<file path="src/rtl/cnn_dram_pkg.sv">
// cnn_dram_pkg: shared FSM states and beat/length geometry for the DRAM feature address paths
package cnn_dram_pkg;
  typedef enum logic [1:0] {IDLE, SETUP, RUN, DONE} wr_state_e;
  localparam int BEAT_BYTES_DEF = 16;
  localparam int AXIWIDTH_DEF = BEAT_BYTES_DEF * 8;
  function automatic int beat_log2(input int axiwidth);
    return $clog2(axiwidth / 8);
  endfunction
  function automatic int len_width(input int w_width, input int depthwidth);
    return w_width + depthwidth;
  endfunction
endpackage

</file>
<file path="src/rtl/dram_feature_wr_addr.sv">
// dram_feature_wr_addr: turns output-row completions into DRAM write requests (addr/len, valid/ready)
// DRAM_FEATURE_WR_STATS_EN adds O_stall_cycles, a saturating count of backpressured cycles
module dram_feature_wr_addr
  import cnn_dram_pkg::*;
#(
  parameter int W_WIDTH    = 10,
  parameter int LITEWIDTH  = 32,
  parameter int DEPTHWIDTH = 9,
  parameter int AXIWIDTH   = AXIWIDTH_DEF,
  parameter int PENDWIDTH  = 3
) (
  input  logic                          I_clk,
  input  logic                          I_rst,
  input  logic                          I_ap_start,
  input  logic [DEPTHWIDTH-1:0]         I_coMemGroup,
  input  logic [LITEWIDTH-1:0]          I_feature_out_base_addr,
  input  logic [W_WIDTH-1:0]            I_oheight,
  input  logic [W_WIDTH-1:0]            I_owidth,
  input  logic                          I_row_done,
  input  logic                          I_wr_ready,
  output logic                          O_wr_valid,
  output logic [LITEWIDTH-1:0]          O_dram_feature_wr_addr,
  output logic [W_WIDTH+DEPTHWIDTH-1:0] O_dram_feature_wr_len,
  output logic                          O_busy,
  output logic                          O_layer_done,
  output logic                          O_ovf
`ifdef DRAM_FEATURE_WR_STATS_EN
  , output logic [31:0]                 O_stall_cycles
`endif
);
  localparam int LEN_W = len_width(W_WIDTH, DEPTHWIDTH);
  localparam int SHIFT = beat_log2(AXIWIDTH);
  wr_state_e state, state_d;
  logic start_q, start_ok, hs, rd, last_row;
  logic [LITEWIDTH-1:0] base_q, stride_q;
  logic [W_WIDTH-1:0] oh_q, ow_q, row_q;
  logic [DEPTHWIDTH-1:0] cmg_q;
  logic [PENDWIDTH-1:0] pend_q;
  logic [LEN_W-1:0] prod;
  logic [LEN_W+SHIFT-1:0] stride_w;
  assign start_ok = state == IDLE && I_ap_start && !start_q;
  assign hs = O_wr_valid && I_wr_ready;
  assign rd = I_row_done && (state == SETUP || state == RUN);
  assign last_row = row_q == oh_q - W_WIDTH'(1);
  assign prod = LEN_W'(cmg_q) * LEN_W'(ow_q);
  assign stride_w = (LEN_W+SHIFT)'(prod) << SHIFT;
  assign O_busy = state != IDLE;
  always_comb begin
    state_d = state;
    state_d = start_ok ? SETUP
            : state == SETUP ? (oh_q == '0 ? DONE : RUN)
            : (state == RUN && hs && last_row) ? DONE
            : state == DONE ? IDLE
            : state;
  end
  always_ff @(posedge I_clk) begin
    if (I_rst) state <= IDLE;
    else state <= state_d;
  end
  always_ff @(posedge I_clk) begin
    if (I_rst) begin
      start_q <= 1'b0;
      O_layer_done <= 1'b0;
      O_wr_valid <= 1'b0;
      O_dram_feature_wr_addr <= '0;
      O_dram_feature_wr_len <= '0;
      O_ovf <= 1'b0;
      base_q <= '0;
      stride_q <= '0;
      oh_q <= '0;
      ow_q <= '0;
      cmg_q <= '0;
      row_q <= '0;
      pend_q <= '0;
    end else begin
      start_q <= I_ap_start;
      O_layer_done <= state == DONE;
      if (start_ok) begin
        base_q <= I_feature_out_base_addr;
        oh_q <= I_oheight;
        ow_q <= I_owidth;
        cmg_q <= I_coMemGroup;
        row_q <= '0;
        O_ovf <= 1'b0;
      end
      if (state == SETUP) begin
        O_dram_feature_wr_len <= prod;
        stride_q <= LITEWIDTH'(stride_w);
        O_dram_feature_wr_addr <= base_q;
      end
      if (hs) begin
        O_wr_valid <= 1'b0;
        O_dram_feature_wr_addr <= O_dram_feature_wr_addr + stride_q;
        row_q <= row_q + W_WIDTH'(1);
      end else if (state == RUN && pend_q != '0 && !O_wr_valid) O_wr_valid <= 1'b1;
      // a handshake coinciding with a new row leaves the count unchanged
      if (start_ok) pend_q <= '0;
      else if (rd && !hs && &pend_q) O_ovf <= 1'b1;
      else if (rd && !hs) pend_q <= pend_q + PENDWIDTH'(1);
      else if (hs && !rd) pend_q <= pend_q - PENDWIDTH'(1);
    end
  end
`ifdef DRAM_FEATURE_WR_STATS_EN
  always_ff @(posedge I_clk) begin
    if (I_rst) O_stall_cycles <= '0;
    else if (start_ok) O_stall_cycles <= '0;
    else if (O_wr_valid && !I_wr_ready && !(&O_stall_cycles)) O_stall_cycles <= O_stall_cycles + 32'd1;
  end
`endif
endmodule
</file>
<file path="config.mk">
export PLATFORM = sky130hd
export DESIGN_NAME = dram_feature_wr_addr
export DESIGN_NICKNAME = d
export VERILOG_FILES = /design/src/rtl/cnn_dram_pkg.sv /design/src/rtl/dram_feature_wr_addr.sv
export SDC_FILE = /design/constraint.sdc
export NUM_CORES = 1
export LEC_CHECK = 0
export CORE_UTILIZATION = 51
export CTS_CLUSTER_DIAMETER = 100
export DETAILED_ROUTE_END_ITERATION = 10
export PLACE_DENSITY = 0.79
export SYNTH_ARGS = -nofsm -noshare
export SYNTH_HDL_FRONTEND = slang
export SYNTH_SLANG_ARGS = --single-unit
export TNS_END_PERCENT = 100
</file>
<file path="constraint.sdc">
create_clock -name I_clk -period 4.3 [get_ports I_clk]
set_input_delay 0.86 -clock I_clk [delete_from_list [all_inputs] [get_ports I_clk]]
set_output_delay 0.86 -clock I_clk [all_outputs]
set_load 0.02 [all_outputs]
</file>
; ---- Word level (Yosys, flattened, before mapping)
; Index checks and enable logic that the tools add are counted.
[totals]
regBits = 131
inputBits = 66
output_inout_bits = 55
[op_classes]
bitwise_logic = 1
n_eq_ne = 4
n_addsub = 5
n_reduce_logical = 29
mul = 1
n_mux = 14
[op_table]
columns = op, count
row1 = 32-bit 2-to-1 mux, 2
row2 = 32-bit by 23-bit adder with 32-bit output, 1
row3 = 10-bit 2-to-1 mux, 2
row4 = 9-bit by 10-bit multiplier with 19-bit output, 1
row5 = 1-bit logical AND, 11
row6 = 10-bit by 1-bit adder with 10-bit output (second input constant), 1
row7 = 10-bit == test, 1
row8 = 10-bit zero test, 1
row9 = 10-bit by 1-bit subtractor with 10-bit output (second input constant), 1
row10 = 2-bit nonzero test, 4
row11 = 2-bit 2-to-1 mux, 3
row12 = 3-bit 2-to-1 mux, 2
row13 = 3-bit nonzero test, 2
row14 = 1-bit 2-to-1 mux, 5
row15 = 2-bit == test (second input constant), 2
row16 = 1-bit zero test, 4
row17 = 4-bit nonzero test, 1
row18 = 2-bit OR reduction, 2
row19 = 3-bit by 1-bit adder with 3-bit output (second input constant), 1
row20 = 3-bit AND reduction, 1
row21 = 3-bit by 1-bit subtractor with 3-bit output (second input constant), 1
row22 = 2-bit by 1-bit == test with 1-bit output (second input constant), 1
row23 = 2-bit zero test, 1
row24 = 2-bit AND reduction, 1
row25 = 2 further kinds, 2

; ---- Longest topological paths before layout
[logic_depth]
depth_word = 7
depth_mapped = 18
depth_no_buf = 17

; ---- Least setup slack after synthesis
; No wires, ideal clock.
[synth_path]
path_type = reg-to-reg
from = reg cmg_q[8]
to = reg O_dram_feature_wr_len[17]
setup_ns = 0.137
synth_period_minus_slack_ns = 4.711
t_required_ns = 4.163
slack_ns = -0.411
arrival_ns = 4.574
stages_incl_launch_ff = 18
cell_sequence = dfxtp_1 -> clkbuf_1 -> nand2_1 -> fa_1 -> fa_1 -> inv_1 -> fa_1 -> inv_1 -> fa_1 -> inv_1 -> ha_1 -> o21a_1 -> o21a_1 -> a2111oi_0 -> nor2_1 -> a311oi_1 -> or4_1 -> o311ai_1
[synth_via]
elab_chain_len = 1
[synth_rtl]
columns = item, line
row1 = from (decl), dram_feature_wr_addr.sv:37  ; logic [DEPTHWIDTH-1:0] cmg_q;
row2 = from (signal assigned), dram_feature_wr_addr.sv:82  ; cmg_q <= I_coMemGroup;
row3 = 9-bit by 10-bit multiplier with 19-bit output, dram_feature_wr_addr.sv:45  ; assign prod = LEN_W'(cmg_q) * LEN_W'(ow_q);
row4 = to (signal assigned), dram_feature_wr_addr.sv:87  ; O_dram_feature_wr_len <= prod;
row5 = to (decl), dram_feature_wr_addr.sv:23  ; output logic [W_WIDTH+DEPTHWIDTH-1:0] O_dram_feature_wr_len,
; Every way passes these cells.
; A chain may end at the register's enable or synchronous reset.

; ---- Worst setup path after layout
[layout_path]
from = reg ow_q[5]
to = reg O_dram_feature_wr_len[17]
[layout_via]
elab_chain_len = 1
[layout_rtl]
columns = item, line
row1 = from (decl), dram_feature_wr_addr.sv:36  ; logic [W_WIDTH-1:0] oh_q, ow_q, row_q;
row2 = from (signal assigned), dram_feature_wr_addr.sv:81  ; ow_q <= I_owidth;
row3 = 9-bit by 10-bit multiplier with 19-bit output, dram_feature_wr_addr.sv:45
; Every way passes these cells.

==> impl_metrics.json <==
{
  "grt_max_degree": 105,
  "avgViaCountPerCell": 5.483,
  "hold_crit_endpoint": "base_q[16]",
  "critical_path.endpoint_type": "flop",
  "pwr-share-seq_pct": 38.0,
  "synth-xor-area-share_pct": 3.708,
  "async_reset_ff_share_pct": 0,
  "slew_viol_final": 0,
  "final_hold_slack_ns": 0.4546,
  "antenna_left": 0,
  "synthesis.instances": 1120,
  "yosysTopAreaCell": "sky130_fd_sc_hd__dfxtp_1",
  "worstSetupPathType": "reg2reg",
  "grt_pass1_wl_um": 37730,
  "fin_util_pct": 67.89,
  "clock_tree_from_tritoncts": "yes",
  "crit_path_max_fanout": 6,
  "detail_route.wirelength_um": 22730,
  "globalRoute.totalOverflow": 0,
  "clk_path_buf_depth": 2,
  "avgRoutedWirePerCell_um": 15.15,
  "clock_share_of_power_pct": 40.2,
  "syn2layout_area_growth_pct": 28.81,
  "rsz0062_at_grt": "true",
  "synth_sequential_area_ratio_pct": 28.47,
  "fin_crit_sh_pct": 102.0,
  "post_synth_mux_area_share_pct": 3.572,
  "synth_edf_count": 0,
  "register_to_register_path_depth": 14,
  "whs_path_depth": 2,
  "power.share.switching_pct": 31.11,
  "multiInputGateArea_mm2": 0.006250,
  "route.detailed.drc": 0,
  "drtPass1Iterations": 5,
  "cts_num_sinks": 131,
  "combPwrFrac_pct": 21.8,
  "min-delay-start": "base_q[16]",
  "fillerInstances": 1375,
  "grt_pass1_vias": 7969,
  "setup_viol": 2,
  "syn_avg_cell_area_um2": 8.224,
  "ff_latch_area_mm2": 0.002674,
  "timing.final.hold_violations": 0,
  "failed_checks": "setup timing",
  "clk_pin_slew_ns": 0.06,
  "max_freq_mhz": 228.0,
  "hold_path.class": "reg2reg",
  "grt_antenna_before_repair": 0,
  "slew-limit-headroom_pct": 29.54,
  "regToRegSetupSlack_ns": -0.09,
  "die_y_um": 136.4,
  "clock_latency_ns": 0.43,
  "pwr_density_cell_mw_per_mm2": 309.6,
  "final_period_minus_worst_setup_slack_ns": 4.387,
  "total_leakage_power_nw": 5.017,
  "die_width_um": 136.4,
  "critPathRequiredTime_ns": 4.58,
  "worst_ir_drop_vdd_uv": 326.7,
  "status": "complete, but fails checks",
  "dominant_combinational_cell_family_by_area_after_synthesis": "adder cells",
  "initial_core_util_pct": 52.71,
  "finClkSkew_ns": 0.007037,
  "cell_internal_pwr_mw": 2.531,
  "antennaDiodeCount": 0,
  "drv.max_cap_violation_count": 0,
  "compound_cell_area_share_of_the_yosys_netlist_pct": 15.40,
  "rows": 48,
  "worst-endpoint-arrival_ns": 4.66,
  "synth-adder-area-share_pct": 21.65,
  "core_area_mm2": 0.01748,
  "synth.lib_cells_used.distinct": 65,
  "number_of_buffers_created_by_cts": 17,
  "setup_tns_ns": -0.1346,
  "yosys_warnings": 0,
  "critPathLaunchType": "flop",
  "synth_top_area_cells": "sky130_fd_sc_hd__dfxtp_1 28%, sky130_fd_sc_hd__fa_1 13%, sky130_fd_sc_hd__ha_1 8.8%, sky130_fd_sc_hd__nand2_1 8.5%, sky130_fd_sc_hd__a21oi_1 5.8%",
  "ys_seq_elements": 131,
  "setup_slack_ns": -0.08660,
  "yosys.area_share.simple_pct": 20.59,
  "clockRootBuffer": "sky130_fd_sc_hd__clkbuf_16",
  "max_slew.worst_pin.slew_ns": 1.057,
  "p_sw_mw": 1.143,
  "fraction_of_layout_instances_using_a_drive_strength_above_1_pct": 14.11,
  "synth_area_mm2": 0.009211,
  "terminus_of_the_critical_flop_to_flop_path": "O_dram_feature_wr_len[17]",
  "clock_tree.htree_level_count": 4,
  "gp_routability_congestion": 0.8690,
  "port-buffer-count": 120,
  "synth_nets": 1310,
  "track_usage_pct": 25.72,
  "detailed_place_hpwl_um": 16520,
  "drtIter0Drc": 375,
  "yosys.area.top_type_share_pct": 28.47,
  "finish.net_count": 1453,
  "detailroute.via_count": 8230,
  "reg_to_reg_startpoint": "ow_q[5]",
  "synth_flop_cell": "sky130_fd_sc_hd__dfxtp_1",
  "floorplan.io_pins": 121,
  "die_area_mm2": 0.01860,
  "report.power.total_mw": 3.674
}
## registers in the layout (all words and copies together) (netlist names)
register,flops
base_q,32
start_q,1
O_dram_feature_wr_len,19
pend_q,3
O_layer_done,1
oh_q,10
state,2
ow_q,10
row_q,10
O_wr_valid,1
cmg_q,9
O_ovf,1
O_dram_feature_wr_addr,32
## through the flow
stage / cells / cell area [um^2] / setup WS, ns
2_1_floorplan: 1120 / 9395 / -0.01820
3_3_place_gp: 1455 / 10930 / -0.2016
3_5_place_dp: 1455 / 10930 / -0.2636
4_1_cts: 1498 / 11750 / -0.01703
5_1_grt: 1501 / 11870 / -0.2682
6_report: 1501 / 11870 / -0.08660
## repair_timing
item / CTS / global route
endpoints found under the setup margin: 6 / 8
pin swaps: 32 / 9
hold buffers: 0 / 0
resized for setup: 46 / 21
hold endpoints to repair: 0 / 0
setup buffers: 11 / 3
## routing by layer
| layer | up-vias | track usage (%) | routed length (um) |
|---|---|---|---|
| met2 | 180 | 45.29 | 11720 |
| met4 | 0 | 7.407 | 324 |
| li1 | 4039 | - | - |
| met5 | - | 0 | 0 |
| met1 | 3986 | 31.92 | 9790 |
| met3 | 25 | 4.512 | 898 |
## synth_stat cells, drive strengths merged (6+ instances only)
library cell / count
dfxtp: 131
nor2: 70
nand3: 19
or3: 6
buf: 7
a211oi: 27
mux2i: 28
a21o: 7
nand4: 6
a31oi: 11
and3: 10
clkbuf: 56
ha: 65
a21oi: 108
xor2: 19
fa: 59
and2: 47
xnor2: 20
nor2b: 10
o21a: 13
inv: 97
nand2: 209
nor3: 9
o21ai: 15
## power groups by stage
stage	logic (mW)	clock network [mW]	registers [mW]
floorplan	0.511	0	1.40
global placement	0.755	0	1.41
detailed placement	0.770	0	1.42
CTS	0.795	1.49	1.39
global route	0.886	1.55	1.40
finish	0.802	1.48	1.39
## logic make-up after synthesis
group,Yosys count
simple gates,411
compound gates,224
buf+inv,160
flops,131
fa+ha+maj,124
xor+xnor,39
mux,31
## critical path, stage by stage (launching register included)
cell and delay (ns):
sky130_fd_sc_hd__dfxtp_4 0.37, sky130_fd_sc_hd__buf_4 0.14, sky130_fd_sc_hd__buf_4 0.14, sky130_fd_sc_hd__nand2_1 0.08, sky130_fd_sc_hd__fa_1 0.44, sky130_fd_sc_hd__fa_1 0.54, sky130_fd_sc_hd__fa_1 0.52, sky130_fd_sc_hd__fa_1 0.55
sky130_fd_sc_hd__inv_1 0.05, sky130_fd_sc_hd__ha_1 0.35, sky130_fd_sc_hd__o31ai_1 0.44, sky130_fd_sc_hd__nor2_2 0.11, sky130_fd_sc_hd__a311oi_2 0.27, sky130_fd_sc_hd__or4_1 0.14, sky130_fd_sc_hd__o311ai_1 0.09
## placed cells by master (no fill, tap or decap), types with 10 or more instances in the layout
cell type / n
sky130_fd_sc_hd__nand2_1: 204
sky130_fd_sc_hd__inv_1: 90
sky130_fd_sc_hd__dfxtp_4: 12
sky130_fd_sc_hd__xnor2_1: 20
sky130_fd_sc_hd__nor2b_1: 10
sky130_fd_sc_hd__fa_1: 55
sky130_fd_sc_hd__xor2_1: 19
sky130_fd_sc_hd__clkbuf_16: 17
sky130_fd_sc_hd__o21ai_0: 11
sky130_fd_sc_hd__nor2_1: 66
sky130_fd_sc_hd__ha_1: 56
sky130_fd_sc_hd__clkdlybuf4s50_1: 119
sky130_fd_sc_hd__a31oi_1: 10
sky130_fd_sc_hd__mux2i_1: 28
sky130_fd_sc_hd__dfxtp_1: 114
sky130_fd_sc_hd__o21a_1: 13
sky130_fd_sc_hd__a21oi_1: 104
sky130_fd_sc_hd__a211oi_1: 25
sky130_fd_sc_hd__and2_1: 42
sky130_fd_sc_hd__nand3_1: 19
sky130_fd_sc_hd__buf_4: 68
sky130_fd_sc_hd__and3_1: 10
## worst max-delay path by stage
stage	depth (start not counted)	endpoint	from	slack (ns)
3_3_place_gp	16	O_dram_feature_wr_len[17]	ow_q[3]	-0.20
3_5_place_dp	16	O_dram_feature_wr_len[18]	ow_q[3]	-0.26
2_1_floorplan	16	O_dram_feature_wr_len[17]	cmg_q[5]	-0.02
6_report	14	O_dram_feature_wr_len[17]	ow_q[5]	-0.09
5_1_grt	13	O_dram_feature_wr_len[17]	cmg_q[8]	-0.27
4_1_cts	16	O_dram_feature_wr_len[17]	cmg_q[3]	-0.02
## area by class of cell
| type | count | area share (%) |
|---|---|---|
| Multi-Input combinational cell | 829 | 52.67 |
| Inverter | 97 | 3.069 |
| Timing Repair Buffer | 187 | 14.34 |
| Clock inverter | 15 | 1.424 |
| Clock buffer | 17 | 3.585 |
| Sequential cell | 131 | 22.54 |
| Tap cell | 225 | 2.373 |
Power figures use the tool's default switching activity.
